<file path="src/rtl/regfile_mp.sv">
// Multi-read-port register file with registered outputs, optional zero register
// and optional same-edge write forwarding. Storage and outputs clear asynchronously.
module regfile_mp #(
    parameter int DATA_WIDTH = 32,
    parameter int ADDR_WIDTH = 5,
    parameter int NUM_RD     = 2,
    parameter int ZERO_REG   = 1,
    parameter int BYPASS     = 1
) (
    input  logic                           clk_i,
    input  logic                           rst_ni,
    input  logic                           WE_i,
    input  logic [ADDR_WIDTH-1:0]          addrDest_i,
    input  logic [DATA_WIDTH-1:0]          dataDest_i,
    input  logic                           stall_i,
    input  logic [NUM_RD*ADDR_WIDTH-1:0]   addrSrc_i,
    output logic [NUM_RD*DATA_WIDTH-1:0]   dataSrc_o
);

    localparam int DEPTH = 2 ** ADDR_WIDTH;

    logic [DATA_WIDTH-1:0] r_mem [DEPTH];
    logic                  w_wr_en;

    assign w_wr_en = WE_i && !((ZERO_REG != 0) && (addrDest_i == '0));

    always_ff @(posedge clk_i or negedge rst_ni) begin
        if (!rst_ni) begin
            for (int i = 0; i < DEPTH; i++) begin
                r_mem[i] <= '0;
            end
        end else if (w_wr_en) begin
            r_mem[addrDest_i] <= dataDest_i;
        end
    end

    genvar k;
    for (k = 0; k < NUM_RD; k++) begin : g_rd
        logic [ADDR_WIDTH-1:0] w_addr;
        logic [DATA_WIDTH-1:0] w_val;
        logic [DATA_WIDTH-1:0] r_q;

        assign w_addr = addrSrc_i[k*ADDR_WIDTH +: ADDR_WIDTH];

        // Zero register takes priority over forwarding so a discarded r0 write never leaks out.
        always_comb begin
            w_val = r_mem[w_addr];
            if ((BYPASS != 0) && WE_i && (addrDest_i == w_addr)) begin
                w_val = dataDest_i;
            end
            if ((ZERO_REG != 0) && (w_addr == '0)) begin
                w_val = '0;
            end
        end

        always_ff @(posedge clk_i or negedge rst_ni) begin
            if (!rst_ni) begin
                r_q <= '0;
            end else if (!stall_i) begin
                r_q <= w_val;
            end
        end

        assign dataSrc_o[k*DATA_WIDTH +: DATA_WIDTH] = r_q;
    end

endmodule

</file>
<file path="config.mk">
export PLATFORM = sky130hd
export DESIGN_NAME = regfile_mp
export DESIGN_NICKNAME = d
export VERILOG_FILES = /design/src/rtl/regfile_mp.sv
export SDC_FILE = /design/constraint.sdc
export NUM_CORES = 2
export LEC_CHECK = 0
export ABC_AREA = 1
export CAP_MARGIN = 20
export CORE_UTILIZATION = 43
export DETAILED_ROUTE_END_ITERATION = 6
export PLACE_DENSITY = 0.61
export SLEW_MARGIN = 30
export SYNTH_ARGS = -nofsm -noshare
export SYNTH_HDL_FRONTEND = slang
export SYNTH_SLANG_ARGS = --single-unit
</file>
<file path="constraint.sdc">
create_clock -name clk_i -period 3.44 [get_ports clk_i]
set_input_delay 0.344 -clock clk_i [delete_from_list [all_inputs] [get_ports clk_i]]
set_output_delay 0.344 -clock clk_i [all_outputs]
set_load 0.05 [all_outputs]
</file>
==> run_results.csv <==
group,metric,value,unit
outcome,status,"finished with violations",
outcome,violations,"design-rule violations",
logic_synthesis,yosys-top-cells-area,"dfrtp_1 44%, nand2_1 23%, nand3_1 9.0%",
power,p_leak,34.59,nW
clocking,cts_buffers,121,
clocking,clkTransAtPathRegs,70,ps
critical_path,cp-startpoint,"g_rd[1].r_q[0]",
power,ir_drop,0.0004486,V
timing,fin_worst_skew,21.06,ps
placement,gp_congestion,0.8807,
critical_path,crit_path_cell_trace,"clkdlybuf4s50_1",
timing,final_max_slew_viol_count,0,
global_routing,grt_pass1_vias,58430,
route,dr.pass1.iters,7,
critical_path,startpoint_type,"flip-flop",
logic_synthesis,post_synth.cell_area_avg,6.550,sq um
logic_synthesis,yosys_register_bits,1088,
clocking,cts_resized,0,
critical_path,critPathArrivalTime,2130,ps
logic_synthesis,synth_area_leader_cell,"dfrtp_1",
cells_and_area,utilization,0.4902,
route,first_iter_violations,7752,
logic_synthesis,yosysWarnings,0,
timing,final.setup.tns,0,ps
clocking,clock_latency,780,ps
critical_path,cp-end-kind,"primary output",
logic_synthesis,syn_area,0.06189,sq mm
route,drc_errors,5,
cells_and_area,layout.nets,9211,
power,internal-power,25.86,mW
logic_synthesis,ys_seq_area_frac,0.4399,
power,power.switching,12.82,mW
timing,max-slew-margin-rel,0.3132,
power,power_frac_seq,0.433,
timing,final.min_clock_period,2476,ps
logic_synthesis,yosysUniqueCellTypes,22,
placement,port_buffers,114,
critical_path,path_delay_family,"buffers and inverters",
logic_synthesis,yosysMostFrequentCell,"nand2_1",
floorplan,die_w,381.4,microns
floorplan,core_area,0.1421,sq mm
logic_synthesis,synth.top_cells.by_count,"3,833 x nand2_1, 1,116 x nand3_1, 1,088 x dfrtp_1, 1,003 x o21ai_0, 781 x inv_1",
critical_path,cp_num_buf_inv,1,
route,vias_per_cell,5.607,
critical_path,crit_required,3100,ps
route,routed_wl,248400,microns
power,switching_share,0.3314,
global_routing,grt_usage,0.3382,
critical_path,cpPeakStageDelay,860,ps
clocking,htreeDepth,3,
floorplan,rows,138,
cells_and_area,areaGrowthSynthToFinish,12.55,%
global_routing,gr-total-overflow,0,
critical_path,r2r_start,"r_mem[799]",
logic_synthesis,synth_top_area_frac,0.4399,
placement,dp_hpwl,146400,microns
floorplan,die_h,381.4,microns
critical_path,cp_max_fo,2,
timing,fmax,403.8,MHz
clocking,clkSinkCount,1088,
power,p_comb_frac,0.214,
power,power_density,555.2,mW/mm^2
power,power.share.clock,0.354,
timing,setup_ws,963.5,ps
logic_synthesis,synth_edf_count,0,
timing,fin_crit_sh,0.7199,
flow_run,drv_cap,0,
timing,rsz0062_at_grt,"false",
global_routing,antenna_found_initial,2,
critical_path,crit_slowest_cell,"clkdlybuf4s50_1",
global_routing,grt_pass1_wl,374400,microns
critical_path,critPathKind,"flip-flop to primary output",
clocking,cts_setup_buffers,0,
timing,finalHoldViolations,0,
placement,preCtsSetupSlack,554.7,ps
route,wl_per_cell,22.28,microns
floorplan,ios,115,
route,num_vias,62520,
global_routing,grt_max_degree,140,
floorplan,die_area,0.1455,sq mm
cells_and_area,drive_gt1_frac,0.05389,
logic_synthesis,synth-async-reset-ratio,1.000,
clocking,cts_root_buf,"clkbuf_16",
logic_synthesis,syn-num-nets,9501,
timing,tightest_slew,1029,ps
hold_path,hold_path_class,"input port to asynchronous set/reset pin",
floorplan,initial_utilization,0.4355,
logic_synthesis,syn_inst,9450,
route,antenna_left,0,
clocking,cts_max_path_buffers,3,
timing,setup_viol_count_final,0,
logic_synthesis,synth_flop_cell,"dfrtp_1",
clocking,cts_tree,"built",
## cells by family (layout without fill, tap and decap cells)
group | count (synthesis) | in the layout | synth area share
AO/OA/AOI/OAI | 1214 | 1214 | 0.1007
other | 0 | 2 | 0
AND/OR/NAND/NOR | 5602 | 5602 | 0.3644
flip-flops | 1088 | 1088 | 0.4399
buffers and inverters | 1546 | 1355 | 0.09497
## power by group through the flow
stage                     Sequential, mW  Clock [mW]  Combinational, mW
final                               16.7        13.7               8.26
after CTS                           16.7        13.8               8.19
after floorplan                     16.8           0               5.30
after detailed placement            16.9           0               8.16
after global placement              16.8           0               7.96
after global routing                17.0        14.3               9.38
## final cells by class
class,instances,area [sq um]
fillers,14190,72440
multi-input cells,6816,28970
flip-flops and latches,1088,27230
repair buffers,343,3989
clock buffers,181,3593
inverters,790,2998
well taps,1890,2365
clock inverters,41,511.7
diodes,2,5.005
## routing by layer
layer	track usage	up-vias	share of wire
met2	0.5288	3379	0.44
met1	0.4495	29540	0.40
met5	0	-	0
li1	-	28920	-
met4	0.1802	0	0.059
met3	0.05456	686	0.093
## repair_timing
item                                   4_1_cts  5_1_grt
setup endpoints to repair                    0        0
hold buffers                                 1        0
endpoints found under the hold margin       53        0
## layout by cell type (no fill, tap or decap), types with 4 or more instances in the layout
cell             instances
nor2_1                 617
nor3_2                   8
bufinv_16               10
inv_2                    9
buf_8                    4
inv_1                  767
clkinv_2                24
buf_12                  90
inv_6                    4
a21oi_1                 66
nand2_4                 18
nor3_1                   5
clkbuf_16              121
clkbuf_8                34
nand2_1               3819
clkdlybuf4s50_1        102
dfrtp_1               1088
clkinv_1                 7
clkbuf_1                26
o211ai_1                59
nand3_1               1114
o21ai_0               1003
o22ai_1                  5
nand2_2                 12
buf_4                  141
o21ai_1                 80
## final timing paths
check                             endpoint  slack [ps]  cells after the start
max                          dataSrc_o[32]         960                      1
min                             r_mem[709]         220                      2
max reg2reg                g_rd[0].r_q[31]        1650                     10
min reg2reg                    r_mem[1009]         400                      0
max in group asynchronous       r_mem[214]        2150                      3
min in group clk_i         g_rd[0].r_q[10]         240                      8
## through the flow
step                      std cells  instance area, sq um  total power [mW]  hold WS (ps)
after global routing          11150                 69660             40.66         259.9
after CTS                     11150                 69660             38.66         198.7
after detailed placement      10930                 65540             25.02         388.1
after global placement        10930                 65540             24.78         386.4
final                         11150                 69660             38.67         221.2
after floorplan                9450                 61890             22.12         48.41
## flip-flops by register name, indices dropped and copies added (netlist names)
| signal | cells |
|---|---|
| r_mem | 1024 |
| g_rd.r_q | 64 |
(Power assumes the default switching activity.)
